--- config.mk ---
export PLATFORM = sky130hd
export DESIGN_NAME = alu_exec_unit
export DESIGN_NICKNAME = d
export VERILOG_FILES = /design/src/rtl/alu_exec_unit.sv
export SDC_FILE = /design/constraint.sdc
export NUM_CORES = 1
export LEC_CHECK = 0
export ABC_AREA = 1
export CAP_MARGIN = 20
export CORE_UTILIZATION = 40
export DETAILED_ROUTE_END_ITERATION = 10
export PLACE_DENSITY = 0.6
export SYNTH_ARGS = -nofsm -noshare
export SYNTH_HDL_FRONTEND = slang
export SYNTH_SLANG_ARGS = --single-unit
--- constraint.sdc ---
create_clock -name clk -period 2.2 [get_ports clk]
set_input_delay 0.55 -clock clk [delete_from_list [all_inputs] [get_ports clk]]
set_output_delay 0.55 -clock clk [all_outputs]
set_load 0.03 [all_outputs]
--- src/rtl/alu_exec_unit.sv ---
// rtl/alu_exec_unit.sv - ALU execution unit with iterative one-bit-per-cycle shifts
module alu_exec_unit #(
    parameter int W = 8
) (
    input  logic         clk,
    input  logic         rst_n,
    input  logic         in_valid,
    output logic         in_ready,
    input  logic [2:0]   op,
    input  logic [W-1:0] a,
    input  logic [W-1:0] b,
    output logic         out_valid,
    input  logic         out_ready,
    output logic [W-1:0] result,
    output logic         zero,
    output logic         carry,
    output logic         illegal,
    output logic         busy
);
    localparam int CW = $clog2(W + 1);
    localparam logic [W:0] W_EXT = (W + 1)'(W);

    localparam logic [2:0] OP_ADD = 3'b000;
    localparam logic [2:0] OP_LSH = 3'b001;
    localparam logic [2:0] OP_RSH = 3'b010;
    localparam logic [2:0] OP_XOR = 3'b011;
    localparam logic [2:0] OP_AND = 3'b100;
    localparam logic [2:0] OP_SUB = 3'b101;
    localparam logic [2:0] OP_CLR = 3'b110;

    typedef enum logic [1:0] {S_IDLE, S_SHIFT, S_DONE} state_t;

    state_t         r_state;
    logic [W-1:0]   r_result;
    logic           r_zero;
    logic           r_carry;
    logic           r_illegal;
    logic           r_out_valid;
    logic [CW-1:0]  r_cnt;
    logic           r_left;

    logic [CW-1:0]  w_n;
    logic           w_is_shift;
    logic [W:0]     w_sum;
    logic [W-1:0]   w_res;
    logic           w_carry;
    logic           w_ill;
    logic [W-1:0]   w_shift_next;
    logic           w_shift_out;

    // Shift amounts of W or more saturate so the SHIFT phase is bounded.
    always_comb begin
        w_n        = ({1'b0, b} >= W_EXT) ? CW'(W) : b[CW-1:0];
        w_is_shift = (op == OP_LSH) || (op == OP_RSH);
        w_sum      = {1'b0, a} + {1'b0, b};
        w_res      = '0;
        w_carry    = 1'b0;
        w_ill      = 1'b0;
        case (op)
            OP_ADD: begin
                w_res   = w_sum[W-1:0];
                w_carry = w_sum[W];
            end
            OP_SUB: begin
                w_res   = a - b;
                w_carry = (a >= b);
            end
            OP_LSH, OP_RSH: w_res = a;
            OP_XOR: w_res = a ^ b;
            OP_AND: w_res = a & b;
            OP_CLR: w_res = '0;
            default: w_ill = 1'b1;
        endcase
    end

    always_comb begin
        w_shift_next = r_left ? {r_result[W-2:0], 1'b0} : {1'b0, r_result[W-1:1]};
        w_shift_out  = r_left ? r_result[W-1] : r_result[0];
    end

    always_ff @(posedge clk or negedge rst_n) begin
        if (!rst_n) begin
            r_state     <= S_IDLE;
            r_result    <= '0;
            r_zero      <= 1'b0;
            r_carry     <= 1'b0;
            r_illegal   <= 1'b0;
            r_out_valid <= 1'b0;
            r_cnt       <= '0;
            r_left      <= 1'b0;
        end else begin
            case (r_state)
                S_IDLE: begin
                    if (in_valid) begin
                        if (w_is_shift && (w_n != '0)) begin
                            r_state   <= S_SHIFT;
                            r_cnt     <= w_n;
                            r_result  <= a;
                            r_left    <= (op == OP_LSH);
                            r_carry   <= 1'b0;
                            r_illegal <= 1'b0;
                        end else begin
                            r_state     <= S_DONE;
                            r_out_valid <= 1'b1;
                            r_result    <= w_res;
                            r_zero      <= (w_res == '0);
                            r_carry     <= w_carry;
                            r_illegal   <= w_ill;
                        end
                    end
                end
                S_SHIFT: begin
                    r_result <= w_shift_next;
                    r_carry  <= w_shift_out;
                    r_cnt    <= r_cnt - 1'b1;
                    if (r_cnt == CW'(1)) begin
                        r_state     <= S_DONE;
                        r_out_valid <= 1'b1;
                        r_zero      <= (w_shift_next == '0);
                    end
                end
                S_DONE: begin
                    if (out_ready) begin
                        r_state     <= S_IDLE;
                        r_out_valid <= 1'b0;
                    end
                end
                default: r_state <= S_IDLE;
            endcase
        end
    end

    assign in_ready  = (r_state == S_IDLE);
    assign busy      = (r_state != S_IDLE);
    assign out_valid = r_out_valid;
    assign result    = r_result;
    assign zero      = r_zero;
    assign carry     = r_carry;
    assign illegal   = r_illegal;
endmodule

# Word-level counts from Yosys, hierarchy flattened
# Index checks and enable logic that the tools add are counted.
[totals] wordCells=78 reg_bits=19 out_inout_bits=14 input_bits=23
[classes] addsub=3 magnitude_cmp=2 n_eq_ne=14 bitwise=2 mux=30 reduce_logical=19
[op_table] op="8-bit one-hot mux with 5 select lines" n=1
[op_table] op="8-bit two-way mux" n=3
[op_table] op="8-bit logical NOT" n=2
[op_table] op="8-bit one-hot mux with 2 select lines" n=1
[op_table] op="1-bit two-way mux" n=12
[op_table] op="4-bit two-way mux" n=3
[op_table] op="8-bit by 8-bit adder with 9-bit output" n=1
[op_table] op="3-bit equality test, second input constant" n=3
[op_table] op="3-bit AND reduction" n=3
[op_table] op="8-bit AND" n=1
[op_table] op="8-bit by 4-bit greater-or-equal comparator with 1-bit output, second input constant" n=1
[op_table] op="8-bit greater-or-equal comparator" n=1
[op_table] op="2-bit two-way mux" n=4
[op_table] op="2-bit != test, second input constant" n=4
[op_table] op="4-bit one-hot mux with 2 select lines" n=1
[op_table] op="8-bit subtractor" n=1
[op_table] op="8-bit bitwise XOR" n=1
[op_table] op="7-bit OR reduction" n=1
[op_table] op="3-bit by 2-bit equality test with 1-bit output, second input constant" n=2
[op_table] op="1-bit one-hot mux with 2 select lines" n=3
[op_table] op="2-bit one-hot mux with 3 select lines" n=1
[op_table] op="5-bit AND reduction" n=1
[op_table] op="4-bit by 1-bit equality test with 1-bit output, second input constant" n=1
[op_table] op="2-bit AND reduction" n=2
[op_table] op="15 further kinds" n=16

# Logic depth before layout (Yosys ltp)
# Gate-level depths: netlist (run 1).
[depth] ltp_word=7 mapped_depth=16

# Worst setup path after synthesis (run 1)
# OpenSTA, ideal clock, no wires.
[synth_path] kind="input to register" startpoint="input a[0]" endpoint="register r_result[6] (netlist: result[6])" path_slack_ns=0.130 n_path_buf=0 t_arrival_ns=1.953 stages=14 setup_ns=0.117 required_ns=2.083 cell_sequence="inv_1 > ha_1 > inv_1 > fa_1 > nand3_1 > nand3_1 > a21oi_1 > nand2_1 > nand3_1 > nand2_1 > nor2_1 > o21ai_0 > nand2_1 > nand2_1"
[synth_via] elab_chain_cells=5 elab_cells_between_ends=6 cone_classes="add/sub: 2; mux: 4"
[synth_rtl] item="start: declaration" line_no="10" text="input logic [W-1:0] a,"
[synth_rtl] item="8-bit subtractor / 8-bit by 8-bit adder with 9-bit output (equally long branches)" line_no="65, 55"
[synth_rtl] item="8-bit one-hot mux with 5 select lines *" line_no="59" text="case (op)"
[synth_rtl] item="8-bit two-way mux *" line_no="95" text="if (w_is_shift && (w_n != '0)) begin"
[synth_rtl] item="8-bit two-way mux *" line_no="94" text="if (in_valid) begin"
[synth_rtl] item="8-bit one-hot mux with 2 select lines *" line_no="92" text="case (r_state)"
[synth_rtl] item="end signal: assignment" line_no="105" text="r_result <= w_res;"
[synth_rtl] item="end signal: assignment" line_no="113" text="r_result <= w_shift_next;"
[synth_rtl] item="end: declaration" line_no="34" text="logic [W-1:0] r_result;"
# Mark *: on every way between the ends. The rest lies on a longest branch, timed or not. The select of a mux whose other input is x is not followed.
# A chain may end at the register's enable or synchronous reset.

# Final worst setup path (run 1)
[layout_path] startpoint="input a[1]" endpoint="register r_zero (netlist: zero)"
[layout_via] elab_chain_cells=6 elab_cells_between_ends=9 cone_classes="add/sub: 2; mux: 4; bitwise: 2; reduce/logical: 1"
[layout_rtl] item="8-bit subtractor, or another cell as far along" line_no="65" text="w_res = a - b;"
[layout_rtl] item="8-bit one-hot mux with 5 select lines *" line_no="59"
[layout_rtl] item="8-bit logical NOT *" line_no="106" text="r_zero <= (w_res == '0);"
[layout_rtl] item="1-bit two-way mux *" line_no="95"
[layout_rtl] item="1-bit two-way mux *" line_no="94"
[layout_rtl] item="1-bit one-hot mux with 2 select lines *" line_no="92"
[layout_rtl] item="end signal: assignment" line_no="106"
[layout_rtl] item="end signal: assignment" line_no="119" text="r_zero <= (w_shift_next == '0);"
[layout_rtl] item="end: declaration" line_no="35" text="logic r_zero;"
# Marked as above.

==> flow_summary.toml, run 1 <==
[placement]
routabilityCongestion = 0.917
post-place-ws_ns = -0.566
io_buffers = 36
hpwl_microns = 5690
place_area_sq_um = 3170
dp_cells = 541

[worst_setup_path]
worstSetupEndpointType = "register"
worstSetupPathType = "primary input to register"
critPathSlowestCell = "fa_2"
worstPathRequired_ns = 2.39
worstPathMaxFanout = 5
r2r_setup_slack_ns = 0.63
startpoint_type = "primary input"
rr_startpoint = "r_state[1]"
cp_top_family = "simple AND/OR/NAND/NOR gates"
cp.arrival_ns = 2.33
crit_chain = "clkdlybuf4s15_1 -> fa_2 -> nand4_1 -> nand2_1 -> nor2_1 -> nand2_1 -> nor2_2 -> nand3_1 -> nor2_1 -> nand3_1 -> a21oi_2"
reg2regPathDepth = 7
crit_buf_inv = 1
worst_path_largest_cell_delay_ns = 0.50
reg2reg_to = "r_state[1]"

[global_route]
grt.busiest_layer = "met2"
gr-total-overflow = 0
grtUsageMet2 = 0.427
antenna_found_initial = 0
grt_use_met1 = 0.315
grt_first_pass_wirelength_microns = 12000
grt_start_max_net_pins = 20
use_met3 = 0.0153
grt_usage = 0.252
grt_pass1_vias = 2630

[yosys]
synth-seq-cells = 19
syn_nets = 423
syn_area_per_cell_sq_um = 6.05
seq_area_frac_synth = 0.207
yosysWarnings = 0
synth_cell_type_count = 34
async_reset_ff_frac = 1.00
syn_inst = 379
synth_area_sq_um = 2290
ys.flop_type = "dfrtp_1"
synth-edff-count = 0

[sta]
relSlewSlack = 0.730
min_period_over_period = 0.972
finClkSkew_ns = 0.00191
finalSetupViolCount = 0
worst_slack_ns = 0.0622
rsz0062_at_grt = "yes"
maxSlewViolCount = 0
final_hold_viol_count = 0
fmax_ghz = 0.468
period_minus_slack_ns = 2.14
tightest_slew_ns = 0.405
fin_hold_ws_ns = 0.478

[route]
dr.pass1.iters = 6
wl_per_cell_microns = 13.2
wl_microns = 7220
drtIter0Drc = 115
postRouteAntennaNets = 0
vias = 2785
avgViaCountPerCell = 5.09
drcViolationCount = 0

[final_layout]
multi_input_area_sq_um = 1750
fin_area_sq_um = 3470
layout.nets = 520
antennaDiodeCount = 0
seq_area_sq_um = 475
final_cell_mix = "101 x nand2_1, 61 x buf_4, 52 x inv_1, 33 x nand3_1, 25 x nor2_1"
layout-drive-gt1-share = 0.301
fin_cells = 547
fillCellCount = 545
layout_commonest_cell = "nand2_1"
area_delta_synth_final_pct = 51.2

[status]
status = "complete, no violations"

[cts]
clockBufferDepth = 2
clock_sinks = 19
cts_buffers = 3
cts_max_level = 1
clockRootBuffer = "clkbuf_8"
clk_pin_slew_worst_paths_ns = 0.07
cts_hold_buf = 0
insertion_delay_ns = 0.25
cts_tree = "yes"

[pwr]
seqPwrFrac = 0.250
p_sw_frac = 0.481
pwr-share-comb = 0.657
ir_worst_vdd_mv = 0.608
clkPwrFrac = 0.094
p_switching_mw = 1.25
p_leak_nw = 1.86
internal_power_mw = 1.36
p_per_area_nw_per_um2 = 753

[flow_run]
maxCapViolations = 0

[floorplan]
die-height_microns = 77.7
fp.dieW_microns = 77.7
initial_utilization = 0.416
io_pins = 37
fp.coreArea_sq_um = 5510
die_area_sq_um = 6040
rows = 27

[min_path]
min_to = "out_valid"
hp-start = "out_valid"
min_delay_path_depth = 2
hp-class = "register to register"
what timing repair did:
action | 4_1_cts | 5_1_grt
pin swaps | 7 | 12
setup buffers | 1 | 1
gates resized for setup | 33 | 46
endpoints found under the setup margin | 9 | 11
worst reg2reg max path, stage by stage, from the launching register on:
cell and delay (ns):
dfrtp_1 0.40, nor2_1 0.23, inv_1 0.11, o21ai_0 0.16
nor2_1 0.07, nand3_1 0.15, inv_1 0.07, or2_2 0.27
flip-flops by register name (all words and copies together) (netlist names):
register   count
result         8
r_cnt          4
r_state        2
carry          1
illegal        1
out_valid      1
r_left         1
zero           1
cells in the mapped netlist, drive strengths merged, types with 2 or more instances:
master,count,area [sq um]
inv,64,240
o221ai,2,17.5
nor2,37,171
nand2,115,452
o22ai,2,18.8
dfrtp,19,475
ha,19,238
nand3,44,225
or2,2,12.5
nor3,2,10.0
buf,4,22.5
o21ai,28,144
fa,2,40.0
nand4,6,37.5
a21oi,21,109
o211ai,3,27.5
clkbuf,4,17.5
cell type report:
cell class | instances | area share
timing repair buffer | 100 | 0.250
inverter | 64 | 0.0700
sequential | 19 | 0.137
multi-input combinational | 288 | 0.504
tap | 72 | 0.0260
clock buffer | 4 | 0.0130
power groups by stage:
stage	Combinational (mW)	Clock, mW	Sequential [mW]
final	1.71	0.245	0.652
after global routing	1.89	0.263	0.672
after CTS	1.67	0.247	0.651
after detailed placement	1.64	0	0.659
after global placement	1.62	0	0.652
after floorplan	0.840	0	0.804
cells by family (layout without fill, tap and decap cells):
group           count (synthesis)  count (layout)  synth area share
compound gates                 59              59             0.148
fa+ha+maj                      21              21             0.121
buf+inv                        72             168             0.122
flops                          19              19             0.207
simple gates                  208             208             0.402
per-layer routing:
layer,part of all wire,vias to the layer above
met3,0.055,21
met4,0.036,0
met5,0,-
met2,0.49,107
met1,0.42,1251
li1,-,1406
stage by stage:
step	utilization	TNS, ns	total power, mW
finish	0.630	0	2.61
global route	0.630	-0.0508	2.83
CTS	0.604	0	2.57
detailed placement	0.576	-4.67	2.29
global placement	0.576	-4.57	2.28
floorplan	-	0	1.64
how the worst max path moves through the flow:
stage / startpoint / end / slack, ns / cells after the start
floorplan: a[0] / result[6] / 0.13 / 14
global placement: b[0] / result[6] / -0.51 / 14
detailed placement: b[0] / result[6] / -0.57 / 14
CTS: b[2] / zero / 0.005 / 14
global route: b[7] / carry / -0.02 / 11
finish: a[1] / zero / 0.06 / 11
(Power assumes the default switching activity.)
==> run 2: changes to the inputs <==
- CORE_UTILIZATION: 40 -> 30
- PLACE_DENSITY: 0.6 -> 0.47
- SLEW_MARGIN: unset -> 10
==> run 2 against run 1 <==
  * Register-to-register slack worse by 0.16 ns
  * Clock-buffer cell count is 1 lower
  * Utilization is 14 points lower
  * Largest power group unchanged
==> flow_summary.toml, run 2 (synthesis results as in run 1) <==
[route]
wl_microns = 7540
drcViolationCount = 0
wl_per_cell_microns = 13.2
drtIter0Drc = 150
dr.pass1.iters = 5
postRouteAntennaNets = 0
vias = 2690
avgViaCountPerCell = 4.70

[worst_setup_path]
worstPathMaxFanout = 5
cp_top_family = "buffers and inverters"
reg2regPathDepth = 9
cp.arrival_ns = 2.27
crit_buf_inv = 2
worstPathRequired_ns = 2.40
startpoint_type = "primary input"
r2r_setup_slack_ns = 0.47
critPathSlowestCell = "clkdlybuf4s50_1"
worst_path_largest_cell_delay_ns = 0.49
reg2reg_to = "r_state[1]"
cp_num_cells = 10
worstSetupPathType = "primary input to register"
endpoint = "zero"
worstSetupEndpointType = "register"
crit_chain = "clkdlybuf4s50_1 -> nand2_2 -> nor2_2 -> inv_1 -> o21ai_0 -> o21ai_0 -> nand2_1 -> nor2_2 -> nand3_2 -> a21oi_2"
worstSetupStartpoint = "op[1]"
rr_startpoint = "r_state[1]"

[floorplan]
initial_utilization = 0.313
fp.coreArea_sq_um = 7330
die_area_sq_um = 8000
fp.dieW_microns = 89.4
rows = 31
io_pins = 37
die-height_microns = 89.4

[cts]
insertion_delay_ns = 0.26
clk_pin_slew_worst_paths_ns = 0.08
cts_max_level = 1
cts_tree = "yes"
cts_buffers = 3
clockBufferDepth = 2
clockRootBuffer = "clkbuf_8"
clock_sinks = 19

[sta]
finalSetupTns_ns = 0
finalSetupViolCount = 0
maxSlewViolCount = 0
fmax_ghz = 0.484
final_hold_viol_count = 0
finClkSkew_ns = 0.00855
min_period_over_period = 0.940
rsz0062_at_grt = "no"
tightest_slew_ns = 0.399
relSlewSlack = 0.734
period_minus_slack_ns = 2.07

[global_route]
grt_start_max_net_pins = 20
grt_usage = 0.196
gr-total-overflow = 0
grt_first_pass_wirelength_microns = 12100
antenna_found_initial = 0
grt_pass1_vias = 2523

[pwr]
p_switching_mw = 1.29
ir_worst_vdd_mv = 0.307
fin_total_pwr_mw = 2.64
seqPwrFrac = 0.244
pwr-share-comb = 0.660
clkPwrFrac = 0.096
p_per_area_nw_per_um2 = 740
p_sw_frac = 0.488
internal_power_mw = 1.35
p_leak_nw = 1.87

[status]
status = "complete, no violations"

[final_layout]
antennaDiodeCount = 0
fin_cells = 572
final_cell_mix = "99 x nand2_1, 59 x buf_4, 51 x inv_1, 33 x nand3_1, 22 x o21ai_0"
area_delta_synth_final_pct = 55.3
fillCellCount = 774
layout-drive-gt1-share = 0.326
layout.nets = 518
layout_commonest_cell = "nand2_1"
multi_input_area_sq_um = 1810
seq_area_sq_um = 475
largest_reg_flops = 8

[flow_run]
maxCapViolations = 0

[placement]
dp_cells = 563
routabilityCongestion = 0.868
hpwl_microns = 6060
io_buffers = 36

[min_path]
hp-class = "register to register"
run 2: changes by cell type in the layout (fill, tap and decap cells not counted), moves of 2 or more:
cell / before / now
clkdlybuf4s50_1: 22 / 20
buf_4: 61 / 59
a21oi_1: 16 / 14
nand2_1: 101 / 99
nor2_2: 8 / 14
nor2_1: 25 / 20
ha_4: 6 / 9
nand2_2: 14 / 16
ha_1: 9 / 7
run 2: power groups by stage:
stage	sequential, mW	clock, mW	combinational [mW]
final	0.644	0.253	1.74
after global routing	0.669	0.277	1.94
after CTS	0.647	0.261	1.69
after detailed placement	0.653	0	1.66
after global placement	0.653	0	1.67
after floorplan	0.804	0	0.840
run 2: what timing repair did:
action,CTS,global route
resized for setup,35,65
hold endpoints to repair,0,0
hold buffers,0,0
buffers inserted,0,5
pin swaps,3,28
endpoints found under the setup margin,11,8
run 2: final cells by class:
| type | count | area share |
|---|---|---|
| timing repair buffer | 98 | 0.243 |
| clock buffer | 3 | 0.0116 |
| multi-input combinational | 288 | 0.507 |
| sequential | 19 | 0.133 |
| tap | 99 | 0.0348 |
| inverter | 64 | 0.0688 |
| clock inverter | 1 | 0.00140 |
run 2: worst min-delay path by stage:
stage	from	end	slack, ns	cells past startpoint
final	out_valid	out_valid	0.48	2
after global routing	out_valid	out_valid	0.51	2
after CTS	out_valid	out_valid	0.49	2
after detailed placement	out_valid	out_valid	0.47	2
after global placement	out_valid	out_valid	0.46	2
after floorplan	rst_n	carry	0.25	0
run 2: worst register-to-register path, cell delays in order, from the launching register on:
cell and delay, ns:
dfrtp_1 0.40, inv_1 0.10, nand2_1 0.07, inv_1 0.28, nand2_1 0.11, o21ai_0 0.09
nor2_1 0.07, nand3_1 0.14, inv_1 0.08, or2_2 0.27
run 2: through the flow:
stage	setup WS (ns)	instance area [sq um]	utilization	hold slack, ns
floorplan	0.130	2290	-	0.254
global placement	-0.554	3180	0.434	0.460
detailed placement	-0.553	3180	0.434	0.469
CTS	-0.0429	3340	0.455	0.489
global route	0.00248	3560	0.486	0.512
finish	0.132	3560	0.486	0.479
run 2: routing by layer:
layer | track usage | wire (microns) | up-vias
met5 | 0 | 0 | -
met4 | 0.0245 | 28 | 0
met3 | 0.0203 | 171 | 2
met2 | 0.337 | 3640 | 46
met1 | 0.273 | 3700 | 1244
li1 | - | - | 1398
